[config.mk]
export PLATFORM = sky130hd
export DESIGN_NAME = mem_arbiter
export DESIGN_NICKNAME = d
export VERILOG_FILES = /design/src/rtl/mem_arb_pkg.sv /design/src/rtl/rr_picker.sv /design/src/rtl/mem_arbiter.sv
export SDC_FILE = /design/constraint.sdc
export NUM_CORES = 1
export LEC_CHECK = 0
export CORE_AREA = 2 2 107 109
export CTS_CLUSTER_DIAMETER = 150
export DETAILED_ROUTE_END_ITERATION = 6
export DIE_AREA = 0 0 109 111
export PLACE_DENSITY = 0.89
export SYNTH_ARGS = -nofsm -noshare
export SYNTH_HDL_FRONTEND = slang
export SYNTH_SLANG_ARGS = --single-unit
[constraint.sdc]
create_clock -name clk -period 3.95 [get_ports clk]
set_clock_uncertainty 0.2 [all_clocks]
set_input_delay 0.395 -clock clk [delete_from_list [all_inputs] [get_ports clk]]
set_output_delay 0.395 -clock clk [all_outputs]
set_load 0.02 [all_outputs]
[src/rtl/mem_arb_pkg.sv]
// Shared constants and FSM state encoding for the memory arbiter.
package mem_arb_pkg;

    localparam int ADDR_W = 32;
    localparam int DATA_W = 32;
    localparam int MASK_W = 4;

    typedef enum logic [1:0] {
        IDLE  = 2'd0,
        ISSUE = 2'd1,
        RDATA = 2'd2
    } arbState_e;

endpackage

[src/rtl/rr_picker.sv]
// Combinational round-robin encoder: first requester after lastGrant, wrapping.
module rr_picker #(
    parameter int N     = 2,
    parameter int IDX_W = (N > 1) ? $clog2(N) : 1
) (
    input  logic [N-1:0]     req,
    input  logic [IDX_W-1:0] lastGrant,
    output logic [N-1:0]     grant,
    output logic [IDX_W-1:0] idx,
    output logic             any
);

    logic [IDX_W-1:0] cand;

    always_comb begin
        grant = '0;
        idx   = '0;
        any   = 1'b0;
        cand  = '0;
        for (int k = 1; k <= N; k++) begin
            cand = IDX_W'((int'(lastGrant) + k) % N);
            if (!any && req[cand]) begin
                any         = 1'b1;
                grant[cand] = 1'b1;
                idx         = cand;
            end
        end
    end

endmodule

[src/rtl/mem_arbiter.sv]
// Round-robin arbiter sharing one single-port word RAM between NUM_PORTS bus masters.
// Optional MEM_ARB_LOCK_EN adds m_lock so a master can keep the grant across transactions.
module mem_arbiter
    import mem_arb_pkg::*;
#(
    parameter int NUM_PORTS = 2
) (
    input  logic                        clk,
    input  logic                        reset,
    input  logic [NUM_PORTS*ADDR_W-1:0] m_addr,
    input  logic [NUM_PORTS-1:0]        m_rstrb,
    input  logic [NUM_PORTS*MASK_W-1:0] m_wmask,
    input  logic [NUM_PORTS*DATA_W-1:0] m_wdata,
    output logic [NUM_PORTS-1:0]        m_ready,
    output logic [NUM_PORTS-1:0]        m_rvalid,
    output logic [DATA_W-1:0]           m_rdata,
`ifdef MEM_ARB_LOCK_EN
    input  logic [NUM_PORTS-1:0]        m_lock,
`endif
    output logic [ADDR_W-1:0]           mem_addr,
    output logic                        mem_rstrb,
    output logic [MASK_W-1:0]           mem_wmask,
    output logic [DATA_W-1:0]           mem_wdata,
    input  logic [DATA_W-1:0]           mem_rdata
);

    localparam int IDX_W = (NUM_PORTS > 1) ? $clog2(NUM_PORTS) : 1;

    localparam logic [1:0] StIdle  = 2'(IDLE);
    localparam logic [1:0] StIssue = 2'(ISSUE);
    localparam logic [1:0] StRdata = 2'(RDATA);

    logic [1:0]           state;
    logic [IDX_W-1:0]     lastGrant;
    logic [ADDR_W-1:0]    holdAddr;
    logic [DATA_W-1:0]    holdWdata;
    logic [MASK_W-1:0]    holdWmask;
    logic                 holdRead;

    logic [NUM_PORTS-1:0] req;
    logic [NUM_PORTS-1:0] pickOneHot;
    logic [NUM_PORTS-1:0] winOneHot;
    logic [NUM_PORTS-1:0] lastOneHot;
    logic [IDX_W-1:0]     pickIdx;
    logic [IDX_W-1:0]     winIdx;
    logic                 pickAny;

    logic [ADDR_W-1:0]    muxAddr;
    logic [DATA_W-1:0]    muxWdata;
    logic [MASK_W-1:0]    muxWmask;
    logic                 muxRstrb;

    always_comb begin
        for (int i = 0; i < NUM_PORTS; i++) begin
            req[i] = m_rstrb[i] | (|m_wmask[MASK_W*i +: MASK_W]);
        end
    end

    rr_picker #(
        .N     (NUM_PORTS),
        .IDX_W (IDX_W)
    ) uPicker (
        .req       (req),
        .lastGrant (lastGrant),
        .grant     (pickOneHot),
        .idx       (pickIdx),
        .any       (pickAny)
    );

    assign lastOneHot = NUM_PORTS'(1) << lastGrant;

`ifdef MEM_ARB_LOCK_EN
    // A locked holder that is still requesting pre-empts the round-robin order.
    logic lockHold;
    assign lockHold  = m_lock[lastGrant] & req[lastGrant];
    assign winIdx    = lockHold ? lastGrant  : pickIdx;
    assign winOneHot = lockHold ? lastOneHot : pickOneHot;
`else
    assign winIdx    = pickIdx;
    assign winOneHot = pickOneHot;
`endif

    always_comb begin
        muxAddr  = '0;
        muxWdata = '0;
        muxWmask = '0;
        muxRstrb = 1'b0;
        for (int i = 0; i < NUM_PORTS; i++) begin
            if (winOneHot[i]) begin
                muxAddr  = muxAddr  | m_addr[ADDR_W*i +: ADDR_W];
                muxWdata = muxWdata | m_wdata[DATA_W*i +: DATA_W];
                muxWmask = muxWmask | m_wmask[MASK_W*i +: MASK_W];
                muxRstrb = muxRstrb | m_rstrb[i];
            end
        end
    end

    always_ff @(posedge clk) begin
        if (!reset) begin
            state     <= StIdle;
            lastGrant <= IDX_W'(NUM_PORTS - 1);
            holdAddr  <= '0;
            holdWdata <= '0;
            holdWmask <= '0;
            holdRead  <= 1'b0;
        end else begin
            case (state)
                StIdle: begin
                    if (pickAny) begin
                        holdAddr  <= muxAddr;
                        holdWdata <= muxWdata;
                        holdWmask <= muxWmask;
                        // A write mask wins over a simultaneous read strobe.
                        holdRead  <= muxRstrb & ~(|muxWmask);
                        lastGrant <= winIdx;
                        state     <= StIssue;
                    end
                end
                StIssue: state <= holdRead ? StRdata : StIdle;
                StRdata: state <= StIdle;
                default: state <= StIdle;
            endcase
        end
    end

    assign mem_addr  = holdAddr;
    assign mem_wdata = holdWdata;
    assign mem_rstrb = (state == StIssue) & holdRead;
    assign mem_wmask = (state == StIssue) ? holdWmask : '0;

    assign m_ready  = (state == StIssue) ? lastOneHot : '0;
    assign m_rvalid = (state == StRdata) ? lastOneHot : '0;
    assign m_rdata  = (state == StRdata) ? mem_rdata  : '0;

endmodule
Yosys cells after proc, flatten, opt, wreduce, memory -nomap -nowiden --
Index checks and enable logic that the tools add are counted.
Cells by class: reduce and logical (&&, ||, !) cells 9, add/sub/neg operators 2, equal/unequal tests 3, order comparisons 4, mux-type cells 29, shift-type cells 1, bitwise operators 10
Operator list (number):
- two-way mux 32 bit | 5
- bitwise OR 32 bit | 2
- two-way mux 1 bit | 12
- two-way mux 2 bit | 6
- two-way mux 4 bit | 3
- OR reduction 4 bit | 3
- < comparator 1 x 2 -> 1 bit (second input constant) | 2
- bitwise OR 4 bit | 1
- case mux 2 bit (2 select lines) | 1
- logical AND 1 bit | 3
- bitwise OR 1 bit | 3
- adder 1 bit (second input constant) | 2
- bitwise AND 1 bit | 2
- demux 1 bit (select 1 bit) | 2
- equality test 2 x 1 -> 1 bit (second input constant) | 1
- equality test 2 bit (second input constant) | 1
- >= comparator 1 bit (second input constant) | 2
- logical NOT 2 bit | 1
- != test 2 bit (second input constant) | 1
- bitwise OR 2 bit | 1
- AND reduction 2 bit | 1
- << shifter 1 x 1 -> 2 bit (first input constant) | 1
- logical NOT 1 bit | 1
- NOT 1 bit | 1
Word-level totals: bits of input ports 172, output and inout port bits 105, register bits 72

Depth between registers and ports, before layout --
Gate-level depths: netlist of the first run.
depth in word-level cells 14, mapped depth 6

Modules after synthesis --
From an unflattened synthesis of the first run, not the netlist that was laid out.
Second synthesis, totals: cells, all modules 388, area total of the unflattened synthesis 3727.3 µm²
Modules (own cells, without submodules):
- mem_arbiter | cells an instance 383, seq. area each 1441.4 µm², area each 3694.8 µm², times used 1
- rr_picker | cells an instance 5, seq. area each 0.0 µm², area each 32.5 µm², times used 1

Least setup slack after synthesis of the first run --
Ideal clock, no wire load.
kind in2reg, start point in m_wmask[5], end point reg holdAddr[10] (netlist: mem_addr[10]), cell stages on the path 6, setup time 119 ps, buffers on the path 2, setup slack 1923 ps, arrival 1708 ps, data required time 3631 ps, cells stage by stage or4_1 -> o21ai_2 -> buf_4 -> buf_6 -> a22oi_1 -> o221a_1
On the way: cells in the longest elaborated chain, start to end 11
RTL lines:
- from (decl) | RTL line mem_arbiter.sv:12 | input logic [NUM_PORTS*MASK_W-1:0] m_wmask,
- OR reduction 4 bit * | RTL line mem_arbiter.sv:55 | req[i] = m_rstrb[i] | (|m_wmask[MASK_W*i +: MASK_W]);
- bitwise OR 1 bit * | RTL line mem_arbiter.sv:55
- two-way mux 1 bit (not written as such) (2 in series) | RTL line rr_picker.sv:22 | if (!any && req[cand]) begin
- two-way mux 1 bit | RTL line rr_picker.sv:22
- logical NOT 1 bit | RTL line rr_picker.sv:22
- logical AND 1 bit | RTL line rr_picker.sv:22
- two-way mux 2 bit | RTL line rr_picker.sv:22
- two-way mux 32 bit | RTL line mem_arbiter.sv:89 | if (winOneHot[i]) begin
- bitwise OR 32 bit | RTL line mem_arbiter.sv:90 | muxAddr = muxAddr | m_addr[ADDR_W*i +: ADDR_W];
- two-way mux 32 bit | RTL line mem_arbiter.sv:89
- to (signal assigned) | RTL line mem_arbiter.sv:110 | holdAddr <= muxAddr;
- to (decl) | RTL line mem_arbiter.sv:35 | logic [ADDR_W-1:0] holdAddr;
Every way passes the cells marked *; elsewhere a longest branch is shown, timed or not. The select of a mux whose other input is x is not followed. A chain may end at the register's enable or synchronous reset.

Worst setup path after layout of the first run --
start point in m_wmask[6], end point reg holdWmask[2]
On the way: cells in the longest elaborated chain, start to end 11
RTL lines:
- OR reduction 4 bit | RTL line mem_arbiter.sv:55
- bitwise OR 1 bit | RTL line mem_arbiter.sv:55
- two-way mux 1 bit (not written as such) (2 in series) | RTL line rr_picker.sv:22
- two-way mux 1 bit | RTL line rr_picker.sv:22
- logical NOT 1 bit | RTL line rr_picker.sv:22
- logical AND 1 bit | RTL line rr_picker.sv:22
- two-way mux 2 bit | RTL line rr_picker.sv:22
- two-way mux 4 bit | RTL line mem_arbiter.sv:89
- bitwise OR 4 bit | RTL line mem_arbiter.sv:92 | muxWmask = muxWmask | m_wmask[MASK_W*i +: MASK_W];
- two-way mux 4 bit | RTL line mem_arbiter.sv:89
- to (signal assigned) | RTL line mem_arbiter.sv:112 | holdWmask <= muxWmask;
- to (decl) | RTL line mem_arbiter.sv:37 | logic [MASK_W-1:0] holdWmask;
Several ways; a longest one is shown, not always the timed one. The select of a mux whose other input is x is not followed.

==> flow_summary.toml, run 1 <==
[synth]
avgSynthCellArea_um2 = 8.52
synth.area.top_cells = "dfxtp_1 35%, a21oi_1 16%, a22oi_1 12%"
yosys.area_share.simple_pct = 10.0
synth_top_family_by_area = "compound AO/OA/AOI/OAI gates"
synth_edf_count = 0
yosys.area.top_type = "dfxtp_1"
netlist_area_um2 = 4170
ys_seq_area_share_pct = 34.5
synth_nets = 662
yosys_warnings = 0
ys_ff_latch = 72
synth_compound_area_share_pct = 47.7
synth_top_area_share_pct = 34.5
netlist_instances = 490
yosys.area_share.adder_pct = 0
ys_async_sr_fraction_pct = 0
yosys.cell_types.count = 34
synthFlopType = "dfxtp_1"
synth-xor-area-share_pct = 0
synthMuxAreaShare_pct = 0

[place]
io_buffers = 276
gp_congestion = 0.934
dp.cells = 853
dpl_cell_area_um2 = 6960
hpwlAfterDp_um = 11400
post-place-ws_ns = 0.988

[floorplanning]
die-area_um2 = 12100
die_w_um = 109
die_h_um = 111
start_util_pct = 37.7
rows = 39
core_um2 = 11100
ios = 277

[power_and_ir_drop]
seqPwrFrac_pct = 35.1
p_comb_share_pct = 31.7
p_per_area_nw_per_um2 = 333
p_int_mw = 1.70
ir_drop_mv = 0.256
p_switching_mw = 0.718
p_sw_share_pct = 29.7
clkPwrFrac_pct = 33.2
leakage_nw = 2.67

[clocking]
path_clk_slew_ns = 0.06
insertion_delay_ns = 0.32
cts_root_buf = "clkbuf_16"
cts_tree = "yes"
clockBufferDepth = 2
cts_setup_buffers = 0
clkSinkCount = 72
cts_made_buffers = 9
cts_resized = 0
ctsHoldBuffers = 0
htree_levels = 3

[sta]
fin_tns_setup_ns = 0
rsz0062_at_grt = "false"
setup_viol = 0
max_slew.worst_pin.slew_ns = 0.824
hold_viol = 0
worst_slack_ns = 1.25
min_period_ns = 2.70
whs_ns = 0.268
fmaxAchievable_ghz = 0.371
drv_slew = 0
post-route-period-util_pct = 68.3
slew_headroom_pct = 45.1

[cells_and_area]
final_nets = 893
stdcell_area_um2 = 7260
drive_gt1_share_pct = 10.2
area_delta_synth_final_pct = 74.0
fin_cells = 869
final_cell_mix = "275 x clkdlybuf4s50_1, 132 x a21oi_1, 72 x dfxtp_1"
final_common_cell = "clkdlybuf4s50_1"
diodes = 0

[detailed_routing]
drc = 0
via_per_inst = 5.86
vias = 5095
antenna_left = 0
routed_wl_um = 16300
first_iter_violations = 483
wl_per_cell_um = 18.8
drt_first_pass_iters = 7

[setup_path]
setup.worst_path.end_class = "flop"
r2r_end = "holdRead$_SDFFE_PN0P_"
crit_path_max_fanout = 34
rrSetupSlack_ns = 1.67
crit_start = "m_wmask[6]"
ff2ff_path_depth = 5
crit_path_start_kind = "primary input"
r2r-start = "state[1]$_SDFFE_PN0P_"
crit_required_ns = 3.97
path_class = "in -> reg"
cp_data_arrival_time_ns = 2.72

[global_route]
track_usage_pct = 26.3
globalRouteMet2Util_pct = 42.8
gr-usage-met3_pct = 4.47
gr-usage-met1_pct = 35.0
antenna_found_initial = 0
grt-ovfl-total = 0
grt_pass1_wl_um = 25600
grt_max_degree = 70
grt.busiest_layer = "met2"
grt_pass1_vias = 4986

[min_path]
whs_endpoint = "holdWmask[0]$_SDFFE_PN0P_"
min_path_type = "reg -> reg"
hold_depth = 2
hp-start = "holdWmask[0]$_SDFFE_PN0P_"

[flow_run]
drv_cap = 0

[run_status]
status = "complete, no violations"
==> critical path, stage by stage <==
cell and delay (ns):
clkdlybuf4s50_1 0.59, inv_2 0.57, buf_4 0.45, a41o_1 0.42
a21oi_1 0.08, o21a_1 0.19
==> cell type report <==
cell class	count	area [um^2]
Sequential cell	72	1440
Tap cell	143	179
Clock buffer	10	229
Multi-Input combinational cell	346	2460
Timing Repair Buffer	289	2870
Inverter	3	11.3
Clock inverter	6	70.1
Fill cell	879	3810
==> per-layer routing <==
| metal | vias up | share of wire [%] |
|---|---|---|
| met5 | - | 0 |
| met4 | 0 | 2.0 |
| met3 | 28 | 8.5 |
| met2 | 280 | 48 |
| met1 | 2402 | 42 |
| li1 | 2385 | - |
==> synthesized netlist by cell type (4+ instances only) <==
cell type / n
buf_2: 19
buf_1: 5
o21ai_0: 6
and2_1: 43
clkbuf_1: 41
nor3_1: 4
o221a_2: 36
a21oi_1: 132
dfxtp_1: 72
nand3_1: 4
a22oi_1: 64
o221a_1: 28
==> power groups by stage <==
stage | combinational, mW | sequential, mW | clock, mW
after floorplan | 0.295 | 0.937 | 0
after global placement | 0.742 | 0.862 | 0
after detailed placement | 0.760 | 0.862 | 0
after CTS | 0.763 | 0.848 | 0.812
after global routing | 0.818 | 0.856 | 0.851
final | 0.766 | 0.849 | 0.804
==> worst max path at each step <==
stage                     slack, ns                   endpoint
after detailed placement       0.99  holdWmask[2]$_SDFFE_PN0P_
after CTS                      1.27      holdRead$_SDFFE_PN0P_
final                          1.25  holdWmask[2]$_SDFFE_PN0P_
after global placement         1.07  holdWmask[2]$_SDFFE_PN0P_
after floorplan                1.92  mem_addr[10]$_SDFFE_PN0P_
after global routing           1.14  holdWmask[2]$_SDFFE_PN0P_
==> kinds of logic after synthesis <==
| kind of cell | count (synthesis) |
|---|---|
| buffers and inverters | 72 |
| DFF | 72 |
| and+or+nand+nor | 68 |
| AOI/OAI and AO/OA | 278 |
==> sequential cells by signal, indices dropped and copies added (netlist names) <==
register / count
mem_addr: 32
mem_wdata: 32
state: 2
holdRead: 1
lastGrant: 1
holdWmask: 4
==> through the flow <==
stage	util, %	total power [mW]
after CTS	65.5	2.42
after global placement	62.8	1.60
final	65.6	2.42
after detailed placement	62.8	1.62
after global routing	65.6	2.52
after floorplan	-	1.23
(Power assumes the default switching activity.)
==> run 2, diff against run 1 <==
CORE_AREA = unset   (was 2 2 107 109)
CORE_UTILIZATION = 33   (was unset)
DIE_AREA = unset   (was 0 0 109 111)
PLACE_DENSITY = 0.82   (was 0.89)
clock period = 2.4 ns   (was 3.95 ns; I/O delays follow)
==> run 2 against run 1 <==
Compared with the run above: non-clock buffer count rose by 17; first-iteration DRC count fell by 28%; combinational power is 72% higher; die area rose by 8.3%; register-to-register slack worse by 1.2 ns; sequential cell count did not move; critical endpoint is now m_rdata[3]; largest cell class unchanged.
==> flow_summary.toml, run 2 (synthesis gave the netlist of run 1 again) <==
[run_status]
status = "complete, no violations"

[global_route]
grt_max_degree = 43
grt_pass1_wl_um = 25100
grt.busiest_layer = "met2"
grt_pass1_vias = 5030
gr-usage-met1_pct = 28.0
track_usage_pct = 24.0
globalRouteMet2Util_pct = 43.5
antenna_found_initial = 0
grt-ovfl-total = 0
gr-usage-met3_pct = 5.45

[floorplanning]
rows = 40
core_um2 = 12200
die_h_um = 114
start_util_pct = 34.3
ios = 277
die_w_um = 114
die-area_um2 = 13100

[cells_and_area]
fin_cells = 909
diodes = 0
final_nets = 910
final_cell_mix = "275 x clkdlybuf4s50_1, 132 x a21oi_1, 72 x dfxtp_1"
final_common_cell = "clkdlybuf4s50_1"
area_delta_synth_final_pct = 79.8
drive_gt1_share_pct = 12.1
fin_util_pct = 61.7

[sta]
max_slew.worst_pin.slew_ns = 0.463
drv_slew = 0
fmaxAchievable_ghz = 0.435
slew_headroom_pct = 69.1
hold_viol = 0
setup_viol = 0
fin_tns_setup_ns = 0
rsz0062_at_grt = "false"
min_period_ns = 2.30
post-route-period-util_pct = 95.7

[place]
gp_congestion = 0.843
hpwlAfterDp_um = 11800
dp.cells = 895
io_buffers = 276

[clocking]
cts_made_buffers = 9
htree_levels = 3
insertion_delay_ns = 0.32
path_clk_slew_ns = 0.05
clockBufferDepth = 2
cts_root_buf = "clkbuf_16"
cts_setup_buffers = 0
clkSinkCount = 72
cts_tree = "yes"

[detailed_routing]
via_per_inst = 5.61
drc = 0
drt_first_pass_iters = 5
routed_wl_um = 16300
vias = 5101
antenna_left = 0
wl_per_cell_um = 18.0
first_iter_violations = 348

[power_and_ir_drop]
p_per_area_nw_per_um2 = 530
p_comb_share_pct = 33.3
p_int_mw = 2.83
p_sw_share_pct = 28.9
ir_drop_mv = 0.301
p_switching_mw = 1.15
leakage_nw = 2.79
seqPwrFrac_pct = 35.1
clkPwrFrac_pct = 31.7

[setup_path]
crit_path_max_fanout = 34
crit_required_ns = 1.96
path_class = "reg -> out"
setup.worst_path.end_class = "primary output"
cp_data_arrival_time_ns = 1.86
crit_path_start_kind = "flop"

[min_path]
min_path_type = "in -> reg"

[flow_run]
drv_cap = 0
==> run 2: per-stage QoR <==
step	power, mW	hold slack (ns)	setup WS, ns	cell area, um^2
after global placement	2.70	0.252	0.0159	7220
after detailed placement	2.73	0.258	-0.0229	7220
after CTS	4.00	0.0402	0.0671	7500
after floorplan	2.03	0.237	0.528	4170
final	3.98	0.0537	0.103	7500
after global routing	4.15	0.0801	0.0242	7500
==> run 2: cell type report <==
class	instances	area (um^2)
fillers	1037	4660
flip-flops and latches	72	1440
well taps	168	210
clock inverters	4	47.5
clock buffers	10	229
inverters	3	11.3
multi-input cells	346	2460
repair buffers	306	3100
==> run 2: power groups by stage <==
stage               clock (mW)  combinational (mW)  sequential, mW
global placement             0                1.29            1.41
floorplan                    0               0.485            1.54
global route              1.34                1.40            1.41
detailed placement           0                1.31            1.42
finish                    1.26                1.32            1.40
CTS                       1.29                1.32            1.39
==> run 2: worst paths after layout <==
kind	startpoint	endpoint	slack (ns)	cells after the start
min	reset	lastGrant$_SDFFE_PN1P_	0.05	2
min reg2reg	holdWmask[3]$_SDFFE_PN0P_	holdWmask[3]$_SDFFE_PN0P_	0.26	2
max	state[1]$_SDFFE_PN0P_	m_rdata[3]	0.10	4
max reg2reg	state[1]$_SDFFE_PN0P_	holdRead$_SDFFE_PN0P_	0.50	5
==> run 2: metal layers <==
metal	wire length (um)	part of all wire, %
met4	239	1.5
met3	1240	7.6
met5	0	0
met2	8220	50
met1	6630	41
==> run 2: repair_timing <==
action	in CTS	in global routing
hold buffers	0	0
endpoints found under the setup margin	0	10
gates resized for setup	0	2
==> run 2: worst max-delay path, cell delays in order, from the launching register on <==
cell	delay (ns)
dfxtp_1	0.35
nor2b_1	0.17
buf_6	0.23
and2_1	0.18
clkdlybuf4s50_1	0.61
